[src/rtl/ysyx_25040109_mdu_seq_if.sv]
// Handshake bundle between execute, the RV32M sequencer and writeback.
`timescale 1ns/1ps
interface ysyx_25040109_mdu_seq_if #(
    parameter int XLEN = 32
);
    logic            flush;
    logic            in_valid;
    logic            in_ready;
    logic [2:0]      in_funct3;
    logic [XLEN-1:0] in_rs1;
    logic [XLEN-1:0] in_rs2;
    logic [4:0]      in_rd;
    logic            out_valid;
    logic            out_ready;
    logic [XLEN-1:0] out_result;
    logic [4:0]      out_rd;
    logic            busy;

    modport master (
        output flush, in_valid, in_funct3,
        output in_rs1, in_rs2, in_rd, out_ready,
        input  in_ready, out_valid, out_result,
        input  out_rd, busy
    );

    modport slave (
        input  flush, in_valid, in_funct3,
        input  in_rs1, in_rs2, in_rd, out_ready,
        output in_ready, out_valid, out_result,
        output out_rd, busy
    );
endinterface

[src/rtl/ysyx_25040109_mdu_seq.sv]
// Multi-cycle RV32M unit: shared shift-add multiplier / restoring divider.
`timescale 1ns/1ps
module ysyx_25040109_mdu_seq #(
    parameter int XLEN = 32
) (
    input logic clk,
    input logic rst_n,
    ysyx_25040109_mdu_seq_if.slave io
);
    localparam int CW = $clog2(XLEN);
    localparam logic [XLEN-1:0] MIN = {1'b1, {(XLEN-1){1'b0}}};

    typedef enum logic [1:0] {
        IDLE, CALC, FIXUP, DONE
    } state_e;

    state_e            state_q, state_d;
    logic [CW-1:0]     cnt_q, cnt_d;
    logic [2:0]        f3_q, f3_d;
    logic [4:0]        rd_q, rd_d;
    logic [XLEN-1:0]   opb_q, opb_d;
    logic [2*XLEN-1:0] acc_q, acc_d;
    logic              qneg_q, qneg_d;
    logic              rneg_q, rneg_d;
    logic [XLEN-1:0]   res_q, res_d;
    logic [4:0]        ord_q, ord_d;
    logic              vld_q, vld_d;
    logic              busy_q, busy_d;

    logic            accept;
    logic            is_div;
    logic            a_sgn, b_sgn;
    logic            a_neg, b_neg;
    logic [XLEN-1:0] a_abs, b_abs;
    logic            div_zero, div_ovf;
    logic [XLEN-1:0] spec_res;

    assign io.in_ready = (state_q == IDLE) && !io.flush;
    assign accept = io.in_valid && io.in_ready;
    assign is_div = io.in_funct3[2];

    // MULHSU keeps rs1 signed; DIVU/REMU and MULHU see raw bits
    assign a_sgn = is_div ? !io.in_funct3[0]
                          : (io.in_funct3 != 3'b011);
    assign b_sgn = is_div ? !io.in_funct3[0]
                          : !io.in_funct3[1];
    assign a_neg = a_sgn && io.in_rs1[XLEN-1];
    assign b_neg = b_sgn && io.in_rs2[XLEN-1];
    assign a_abs = a_neg ? -io.in_rs1 : io.in_rs1;
    assign b_abs = b_neg ? -io.in_rs2 : io.in_rs2;

    assign div_zero = is_div && (io.in_rs2 == '0);
    assign div_ovf  = is_div && !io.in_funct3[0]
                   && (io.in_rs1 == MIN)
                   && (io.in_rs2 == '1);

    always_comb begin
        spec_res = '0;
        if (io.in_funct3[1]) begin
            spec_res = div_zero ? io.in_rs1 : '0;
        end else begin
            spec_res = div_zero ? '1 : MIN;
        end
    end

    // multiplier bit sits in acc[0]; partial sum rides in the high half
    logic [XLEN:0]     msum;
    logic [2*XLEN-1:0] mul_next;
    assign msum = {1'b0, acc_q[2*XLEN-1:XLEN]}
                + (acc_q[0] ? {1'b0, opb_q} : '0);
    assign mul_next = {msum, acc_q[XLEN-1:1]};

    // high half is the partial remainder, low half shifts in quotient bits
    logic [XLEN:0]     dcand, ddiff;
    logic              dge;
    logic [2*XLEN-1:0] div_next;
    assign dcand = {acc_q[2*XLEN-1:XLEN], acc_q[XLEN-1]};
    assign ddiff = dcand - {1'b0, opb_q};
    assign dge   = !ddiff[XLEN];
    assign div_next = {dge ? ddiff[XLEN-1:0] : dcand[XLEN-1:0],
                       acc_q[XLEN-2:0], dge};

    logic [2*XLEN-1:0] prod;
    logic [XLEN-1:0]   quo, rem, fix_res;
    assign prod = qneg_q ? -acc_q : acc_q;
    assign quo  = qneg_q ? -acc_q[XLEN-1:0] : acc_q[XLEN-1:0];
    assign rem  = rneg_q ? -acc_q[2*XLEN-1:XLEN]
                         : acc_q[2*XLEN-1:XLEN];

    always_comb begin
        fix_res = '0;
        unique case (1'b1)
            (f3_q == 3'b000):     fix_res = prod[XLEN-1:0];
            (f3_q[2] == 1'b0 && f3_q != 3'b000):
                                  fix_res = prod[2*XLEN-1:XLEN];
            (f3_q[2:1] == 2'b10): fix_res = quo;
            (f3_q[2:1] == 2'b11): fix_res = rem;
        endcase
    end

    always_comb begin
        state_d = state_q;
        cnt_d   = cnt_q;
        f3_d    = f3_q;
        rd_d    = rd_q;
        opb_d   = opb_q;
        acc_d   = acc_q;
        qneg_d  = qneg_q;
        rneg_d  = rneg_q;
        res_d   = res_q;
        ord_d   = ord_q;
        if (io.flush) begin
            state_d = IDLE;
        end else begin
            unique case (state_q)
                IDLE: if (accept) begin
                    f3_d   = io.in_funct3;
                    rd_d   = io.in_rd;
                    cnt_d  = '0;
                    qneg_d = a_neg ^ b_neg;
                    rneg_d = a_neg;
                    opb_d  = is_div ? b_abs : a_abs;
                    acc_d  = {{XLEN{1'b0}}, is_div ? a_abs : b_abs};
                    if (div_zero || div_ovf) begin
                        res_d   = spec_res;
                        ord_d   = io.in_rd;
                        state_d = DONE;
                    end else begin
                        state_d = CALC;
                    end
                end
                CALC: begin
                    acc_d = f3_q[2] ? div_next : mul_next;
                    cnt_d = cnt_q + CW'(1);
                    if (cnt_q == CW'(XLEN-1)) state_d = FIXUP;
                end
                FIXUP: begin
                    res_d   = fix_res;
                    ord_d   = rd_q;
                    state_d = DONE;
                end
                DONE: if (io.out_ready) state_d = IDLE;
            endcase
        end
        vld_d  = (state_d == DONE);
        busy_d = (state_d != IDLE);
    end

    always_ff @(posedge clk or negedge rst_n) begin
        if (!rst_n) begin
            state_q <= IDLE;
            cnt_q   <= '0;
            f3_q    <= '0;
            rd_q    <= '0;
            opb_q   <= '0;
            acc_q   <= '0;
            qneg_q  <= 1'b0;
            rneg_q  <= 1'b0;
            res_q   <= '0;
            ord_q   <= '0;
            vld_q   <= 1'b0;
            busy_q  <= 1'b0;
        end else begin
            state_q <= state_d;
            cnt_q   <= cnt_d;
            f3_q    <= f3_d;
            rd_q    <= rd_d;
            opb_q   <= opb_d;
            acc_q   <= acc_d;
            qneg_q  <= qneg_d;
            rneg_q  <= rneg_d;
            res_q   <= res_d;
            ord_q   <= ord_d;
            vld_q   <= vld_d;
            busy_q  <= busy_d;
        end
    end

    assign io.out_valid  = vld_q;
    assign io.out_result = res_q;
    assign io.out_rd     = ord_q;
    assign io.busy       = busy_q;
endmodule

[src/flat_wrapper.sv]
// flat-port wrapper written by rule: the top's interface ports become plain ports
module ysyx_25040109_mdu_seq_flat 
#(
    parameter int XLEN = 32
)
  (clk, rst_n, io_flush, io_in_valid, io_in_funct3, io_in_rs1, io_in_rs2, io_in_rd, io_out_ready, io_in_ready, io_out_valid, io_out_result, io_out_rd, io_busy);
  ysyx_25040109_mdu_seq_if #(.XLEN(XLEN)) io_i ();
  input logic clk;
  input logic rst_n;
  input wire logic [$bits(io_i.flush)-1:0] io_flush;
  input wire logic [$bits(io_i.in_valid)-1:0] io_in_valid;
  input wire logic [$bits(io_i.in_funct3)-1:0] io_in_funct3;
  input wire logic [$bits(io_i.in_rs1)-1:0] io_in_rs1;
  input wire logic [$bits(io_i.in_rs2)-1:0] io_in_rs2;
  input wire logic [$bits(io_i.in_rd)-1:0] io_in_rd;
  input wire logic [$bits(io_i.out_ready)-1:0] io_out_ready;
  output wire logic [$bits(io_i.in_ready)-1:0] io_in_ready;
  output wire logic [$bits(io_i.out_valid)-1:0] io_out_valid;
  output wire logic [$bits(io_i.out_result)-1:0] io_out_result;
  output wire logic [$bits(io_i.out_rd)-1:0] io_out_rd;
  output wire logic [$bits(io_i.busy)-1:0] io_busy;
  assign io_i.flush = io_flush;
  assign io_i.in_valid = io_in_valid;
  assign io_i.in_funct3 = io_in_funct3;
  assign io_i.in_rs1 = io_in_rs1;
  assign io_i.in_rs2 = io_in_rs2;
  assign io_i.in_rd = io_in_rd;
  assign io_i.out_ready = io_out_ready;
  assign io_in_ready = io_i.in_ready;
  assign io_out_valid = io_i.out_valid;
  assign io_out_result = io_i.out_result;
  assign io_out_rd = io_i.out_rd;
  assign io_busy = io_i.busy;
  ysyx_25040109_mdu_seq #(.XLEN(XLEN)) u_core (.clk(clk), .rst_n(rst_n), .io(io_i));
endmodule
[config.mk]
export PLATFORM = sky130hd
export DESIGN_NAME = ysyx_25040109_mdu_seq_flat
export DESIGN_NICKNAME = d
export VERILOG_FILES = /design/src/rtl/ysyx_25040109_mdu_seq_if.sv /design/src/rtl/ysyx_25040109_mdu_seq.sv /design/src/flat_wrapper.sv
export SDC_FILE = /design/constraint.sdc
export NUM_CORES = 1
export LEC_CHECK = 0
export BUFFER_PORTS_ARGS = -buffer_cell sky130_fd_sc_hd__buf_2
export CAP_MARGIN = 20
export CORE_ASPECT_RATIO = 0.6
export CORE_MARGIN = 2
export CORE_UTILIZATION = 54
export DETAILED_ROUTE_END_ITERATION = 8
export PLACE_DENSITY = 0.73
export RECOVER_POWER = 25
export REMOVE_ABC_BUFFERS = 1
export SLEW_MARGIN = 20
export SYNTH_ARGS = -nofsm -noshare
export SYNTH_HDL_FRONTEND = slang
export SYNTH_SLANG_ARGS = --single-unit
[constraint.sdc]
create_clock -name clk -period 4.95 [get_ports clk]
set_input_delay 0 -clock clk [delete_from_list [all_inputs] [get_ports clk]]
set_output_delay 0 -clock clk [all_outputs]
set_load 0.05 [all_outputs]
== Word-level counts from Yosys, hierarchy flattened ==
Index checks and enable logic that the tools add are counted.

* Bits in registers: 152
* Bits of input ports: 77
* Output and inout bits: 40
* Logic and storage cells: 91

* $add $sub $neg: 8
* Eq/ne operators: 12
* Multiplexer cells: 32
* Bitwise logic cells: 3
* Reductions and logical operators: 24

{| class="wikitable"
|+ Operator list
! kind !! number
|-
| $mux 32 || 12
|-
| $mux 64 || 3
|-
| $neg 32->32 || 4
|-
| $pmux 32 s4 || 1
|-
| $pmux 64 s2 || 1
|-
| $eq 32x32->1 const B || 2
|-
| $neg 64->64 || 1
|-
| $pmux 32 s2 || 1
|-
| $add 32x33->33 || 1
|-
| $sub 33x32->33 || 1
|-
| $logic_not 32->1 || 1
|-
| $mux 31 || 1
|-
| $pmux 5 s2 || 2
|-
| $mux 5 || 3
|-
| $eq 2x2->1 const B || 5
|-
| $mux 2 || 5
|-
| $logic_and 1x1->1 || 9
|-
| $pmux 2 s4 || 1
|-
| $reduce_and 3->1 || 2
|-
| $reduce_bool 2->1 || 3
|-
| $add 5x1->5 const B || 1
|-
| $eq 5x5->1 const B || 1
|-
| $logic_not 1->1 || 4
|-
| $reduce_and 4->1 || 1
|-
| other kinds (11) || 13
|}

== Longest topological paths before layout ==
* Word-level depth: 10
* Depth in mapped cells: 15
* Mapped depth without buffers: 13

== Least setup slack after synthesis ==
OpenSTA, ideal clock, no wires.

* Kind: register to register
* Start: register u_core.acc_q[31]
* End: register u_core.acc_q[48]
* Setup time: 0.133 ns
* Data arrival time: 3.173 ns
* Data required time: 4.817 ns
* Setup slack: 1.643 ns
* Stages on the path, launching flop included: 15
* Buffers on the path: 2
* Period minus slack after synthesis: 3.307 ns
* Cell sequence: dfrtp_1 > clkbuf_1 > inv_1 > ha_1 > fa_1 > nand2b_1 > a21oi_1 > o211a_1 > o211ai_1 > a41oi_1 > nor2_1 > xnor2_1 > clkbuf_1 > mux2i_1 > o21ai_0

* Cells in the longest elaborated chain, start to end: 4

{| class="wikitable"
|+ Ends and longest elaborated chain
! item !! line !! text
|-
| from (decl) || ysyx_25040109_mdu_seq.sv:22 || <nowiki>logic [2*XLEN-1:0] acc_q, acc_d;</nowiki>
|-
| from (signal assigned) || ysyx_25040109_mdu_seq.sv:156 || <nowiki>acc_q <= '0;</nowiki>
|-
| from (signal assigned) || ysyx_25040109_mdu_seq.sv:169 || <nowiki>acc_q <= acc_d;</nowiki>
|-
| $sub 33x32->33 || ysyx_25040109_mdu_seq.sv:78 || <nowiki>assign ddiff = dcand - {1'b0, opb_q};</nowiki>
|-
| $mux 32 || ysyx_25040109_mdu_seq.sv:80 || <nowiki>assign div_next = {dge ? ddiff[XLEN-1:0] : dcand[XLEN-1:0],</nowiki>
|-
| $mux 64 || ysyx_25040109_mdu_seq.sv:133 || <nowiki>acc_d = f3_q[2] ? div_next : mul_next;</nowiki>
|-
| $pmux 64 s2 || ysyx_25040109_mdu_seq.sv:115 || <nowiki>unique case (state_q)</nowiki>
|}

Every way passes these cells.
A chain may end at the register's enable or synchronous reset.

== Worst setup path in the final report ==
* Start: register u_core.acc_q[0]
* End: register u_core.acc_q[63]

* Cells in the longest elaborated chain, start to end: 4

{| class="wikitable"
|+ Ends and longest elaborated chain
! item !! line !! text
|-
| $mux 32 || ysyx_25040109_mdu_seq.sv:70 || <nowiki>+ (acc_q[0] ? {1'b0, opb_q} : '0);</nowiki>
|-
| $add 32x33->33 || ysyx_25040109_mdu_seq.sv:70 ||
|-
| $mux 64 || ysyx_25040109_mdu_seq.sv:133 ||
|-
| $pmux 64 s2 || ysyx_25040109_mdu_seq.sv:115 ||
|}

Every way passes these cells.

==> metrics.log <==
[metrics] post-synthesis sequential element count: around 150
[metrics] antenna cell count: 0
[metrics] Layout Skew: 0.01309 ns
[metrics] y dimension of the die: about 130 um
[metrics] setup slack of the most critical reg-to-reg path: 0.65 ns
[metrics] drt pass-1 iters: 6
[metrics] total core area: ~28,000 um^2
[metrics] total routed wirelength: 56,350 um
[metrics] Critical Path Source Type: register
[metrics] maximum buffer depth of the clock tree: 2
[metrics] initial cell density of the core: 55.08%
[metrics] Via Count: 16,528
[metrics] clock buffer count from CTS: 17
[metrics] Syn Area/Cell: around 7.4 um^2
[metrics] violations in the final reports: max-capacitance violations, max-slew violations
[metrics] power density cells: between 500 and 600 nW/um^2
[metrics] Yosys cell types: 73
[metrics] hold buffer count at cts: 16
[metrics] Horiz. Die Dim: 221.0 um
[metrics] endpoint of the worst register-to-register path: u_core.acc_q[63]$_DFFE_PN0P_
[metrics] H-Tree Depth: 4
[metrics] net switching fraction of the power: between 50% and 60%
[metrics] cell internal pwr: 4.802 mW
[metrics] global route overflow: 0
[metrics] dominant synthesized flop cell: dfrtp_1
[metrics] post-synth design cell area: 15,260 um^2
[metrics] IO Pins: between 100 and 150
[metrics] critical path's slowest cell: nor4_1
[metrics] Setup violations, final: 0
[metrics] Fin Hold WS: 0.01460 ns
[metrics] Reg2Reg Depth: 13
[metrics] final critical path time including I/O delays and setup: ~4.3 ns
[metrics] number of global-route vias before repair: between 15,000 and 20,000
[metrics] post-layout total power: just under 10 mW
[metrics] count of mapped cells out of synthesis: roughly 2,100
[metrics] setup repair after global routing missed its margin: no
[metrics] Synthesis Warnings: 0
[metrics] startpoint of the lowest-slack register-to-register path: u_core.acc_q[0]$_DFFE_PN0P_
[metrics] HPWL Detailed: 42,740 um
[metrics] cells traversed along the worst timing path: inv_1 > buf_4 > nor2_1 > ha_1 > nand4_1 > nor3_1 > a21boi_0 > o21ai_0 > a31oi_1 > a21boi_0 > nor4_1 > o22ai_1 > a41oi_1
[metrics] count of final hold-check violations: 0
[metrics] maximum fanout count along the critical path: 21
[metrics] timing-limited maximum frequency: 0.2324 GHz
[metrics] net total in the final layout: between 2,000 and 2,500
[metrics] CP Capture Point: u_core.acc_q[63]$_DFFE_PN0P_
[metrics] run status: finished, violations left
[metrics] routability cong.: 0.9976
[metrics] TritonCTS clock tree: built
[metrics] static power due to leakage: 7.206 nW
[metrics] logic gate share of total power: 62.3%
[metrics] clock latency on the worst-skew pair: 0.46 ns
[metrics] area growth from synthesis to layout: 10.06%
[metrics] fraction of the yosys area taken by sequential cells: 24.93%
[metrics] num rows: 47
[metrics] number of gates resized after CTS: 0
[metrics] Max-Slew Margin vs Limit: -89.02%
[metrics] post-detailed-route via-to-cell ratio: 6.689
[metrics] Avg WL per Cell: 22.81 um
[metrics] classification of the worst-slack hold path: input pin to register
[metrics] Data required, critical path: 5.32 ns
[metrics] signal arrival time at the worst endpoint: ~4.7 ns
[metrics] largest net degree at the start of global routing: 105
[metrics] library cell used as clock root buffer: clkbuf_16
[metrics] kind of capture point of the worst setup path: register
[metrics] clock power share: 14.4%
[metrics] critical path's largest stage delay: 0.54 ns
[metrics] count of nets left with antenna violations after detail routing: 0
[metrics] number of antenna violations at the first check in global routing: 2
[metrics] share of post-route cells with drive strength above 1: around a tenth
[metrics] number of fill cells: 2,558
[metrics] cell with the most instances on the worst path: a21boi_0
[metrics] floorplan die area: 29,660 um^2
[metrics] first-iteration detailed-routing DRC count: 2,363
[metrics] post-detailed-route DRC marker count: 0
[metrics] total of max-cap violations: 1
[metrics] clock sink count: 152
[metrics] first-pass GRT wire length: 86,760 um
[metrics] number of enable-type register cells in the synthesized netlist: 0
[metrics] switching power summed over all nets: about 5 mW
[metrics] actual transition at the worst max-transition pin: 2.835 ns
[metrics] worst setup path start: u_core.acc_q[0]$_DFFE_PN0P_
[metrics] relative contribution of sequential cells to total power: 23.3%
[metrics] number of input and output port buffers inserted: 116
[metrics] GRT Overall Usage: 37.49%
[metrics] worst-case vdd ir drop: around 430 uV
[metrics] kind of critical path: register to register
[metrics] Final Max Slew Viols: roughly 110
[metrics] post-synthesis async set-or-reset flop share: 100.0%
[metrics] buffers inserted during post-CTS setup optimization: 0
[metrics] portion of the clock cycle consumed by the worst path in the final layout: 86.93%
[metrics] Clock Pin Slew Worst Setup and Hold Paths: 0.06 ns
worst max-delay path: cells and delay by family (launching register included):
| kind | cells | cell delay [ns] |
|---|---|---|
| fa+ha+maj | 1 | 0.39 |
| simple gates | 4 | 0.89 |
| compound gates | 6 | 1.74 |
| flops | 1 | 0.46 |
| buf+inv | 2 | 0.73 |
Yosys cell counts, drive strengths merged (5+ instances only):
| library cell | number | area [um^2] |
|---|---|---|
| a311oi | 8 | 70.07 |
| or4 | 16 | 127.6 |
| mux2i | 59 | 590.6 |
| nand2b | 27 | 168.9 |
| ha | 71 | 888.4 |
| o21ai | 228 | 1141 |
| o41ai | 17 | 148.9 |
| and3 | 12 | 75.07 |
| dfrtp | 152 | 3804 |
| a211o | 5 | 43.79 |
| nand4 | 20 | 125.1 |
| a21oi | 163 | 815.8 |
| buf | 16 | 68.81 |
| inv | 62 | 232.7 |
| or3 | 17 | 111.4 |
| o31ai | 43 | 322.8 |
| o22ai | 16 | 100.1 |
| nor2 | 197 | 739.5 |
| a31o | 5 | 43.79 |
| a22oi | 17 | 127.6 |
| a31oi | 23 | 143.9 |
| a221oi | 6 | 52.55 |
| and2 | 8 | 50.05 |
| nand3 | 31 | 155.2 |
| o211ai | 26 | 195.2 |
| mux2 | 5 | 56.30 |
| a32oi | 7 | 61.31 |
| o21a | 18 | 135.1 |
| nor2b | 9 | 56.30 |
| o22a | 10 | 87.58 |
| o221ai | 9 | 78.83 |
| clkbuf | 127 | 476.7 |
| nor3 | 60 | 300.3 |
| a211oi | 27 | 202.7 |
| a21o | 38 | 285.3 |
| xor2 | 80 | 700.7 |
| nand2 | 226 | 848.3 |
| xnor2 | 104 | 910.9 |
| or2 | 9 | 56.30 |
| nor4 | 21 | 131.4 |
kinds of logic after synthesis:
family          after synthesis  synth area share, %
compound gates              703                28.78
xor+xnor                    184                10.56
fa+ha+maj                    73                6.085
buf+inv                     207                5.150
flops                       152                24.93
mux                          64                4.240
simple gates                670                20.25
through the flow:
stage	worst slack, ns	setup TNS, ns	instance area [um^2]	cells	util [%]
2_1_floorplan	-0.1210	-0.7531	14710	1910	-
3_3_place_gp	0.9869	0	16020	2423	57.83
3_5_place_dp	0.8740	0	16020	2423	57.83
4_1_cts	0.8610	0	16800	2471	60.64
5_1_grt	0.4344	0	16790	2471	60.62
6_report	0.6471	0	16790	2471	60.62
worst min-delay path by stage:
stage | cells past startpoint | slack, ns | endpoint | startpoint
floorplan | 0 | -0.30 | u_core.acc_q[0]$_DFFE_PN0P_ | rst_n
global placement | 1 | 0.19 | u_core.acc_q[62]$_DFFE_PN0P_ | rst_n
detailed placement | 1 | 0.20 | u_core.acc_q[62]$_DFFE_PN0P_ | rst_n
CTS | 4 | 0.002 | u_core.acc_q[18]$_DFFE_PN0P_ | io_in_rs2[18]
global route | 3 | 0.02 | u_core.opb_q[0]$_DFFE_PN0P_ | io_in_rs2[0]
finish | 4 | 0.01 | u_core.acc_q[18]$_DFFE_PN0P_ | io_in_rs2[18]
layer usage:
layer / vias to the layer above / GRT usage [%] / share of wire (%)
met5: - / 0 / 0.050
met2: 989 / 51.08 / 39
li1: 7530 / - / -
met4: 4 / 13.31 / 3.2
met3: 126 / 11.00 / 12
met1: 7879 / 55.58 / 45
power by group through the flow:
| stage | registers [mW] | logic [mW] | clock network [mW] |
|---|---|---|---|
| finish | 2.32 | 6.19 | 1.43 |
| global route | 2.36 | 6.73 | 1.49 |
| CTS | 2.28 | 6.03 | 1.44 |
| detailed placement | 2.30 | 5.98 | 0 |
| global placement | 2.29 | 5.91 | 0 |
| floorplan | 2.41 | 4.21 | 0 |
state kept, by name, indices dropped and copies added (netlist names):
signal                cells
u_core.qneg_q             1
u_core.io.busy            1
u_core.cnt_q              5
u_core.io.out_valid       1
u_core.rneg_q             1
u_core.io.out_rd          5
u_core.acc_q             64
u_core.state_q            2
u_core.rd_q               5
u_core.opb_q             32
u_core.f3_q               3
u_core.io.out_result     32
cell usage in the layout (no fill, tap or decap), types with 62 or more instances in the layout:
| master | instances |
|---|---|
| nand2_1 | 225 |
| o21ai_0 | 224 |
| nor2_1 | 196 |
| a21oi_1 | 163 |
| dfrtp_1 | 151 |
| buf_2 | 115 |
| xnor2_1 | 103 |
| xor2_1 | 80 |
| ha_1 | 71 |
| inv_1 | 62 |
area by class of cell:
| type | count | area [um^2] | area share (%) |
|---|---|---|---|
| inverter | 64 | 240.2 | 1.431 |
| clock inverter | 13 | 176.4 | 1.051 |
| multi-input combinational | 1694 | 10700 | 63.73 |
| sequential | 152 | 3805 | 22.66 |
| clock buffer | 19 | 442.9 | 2.638 |
| timing repair buffer | 162 | 965.9 | 5.753 |
| tap | 367 | 459.2 | 2.735 |
(Power assumes the default switching activity.)
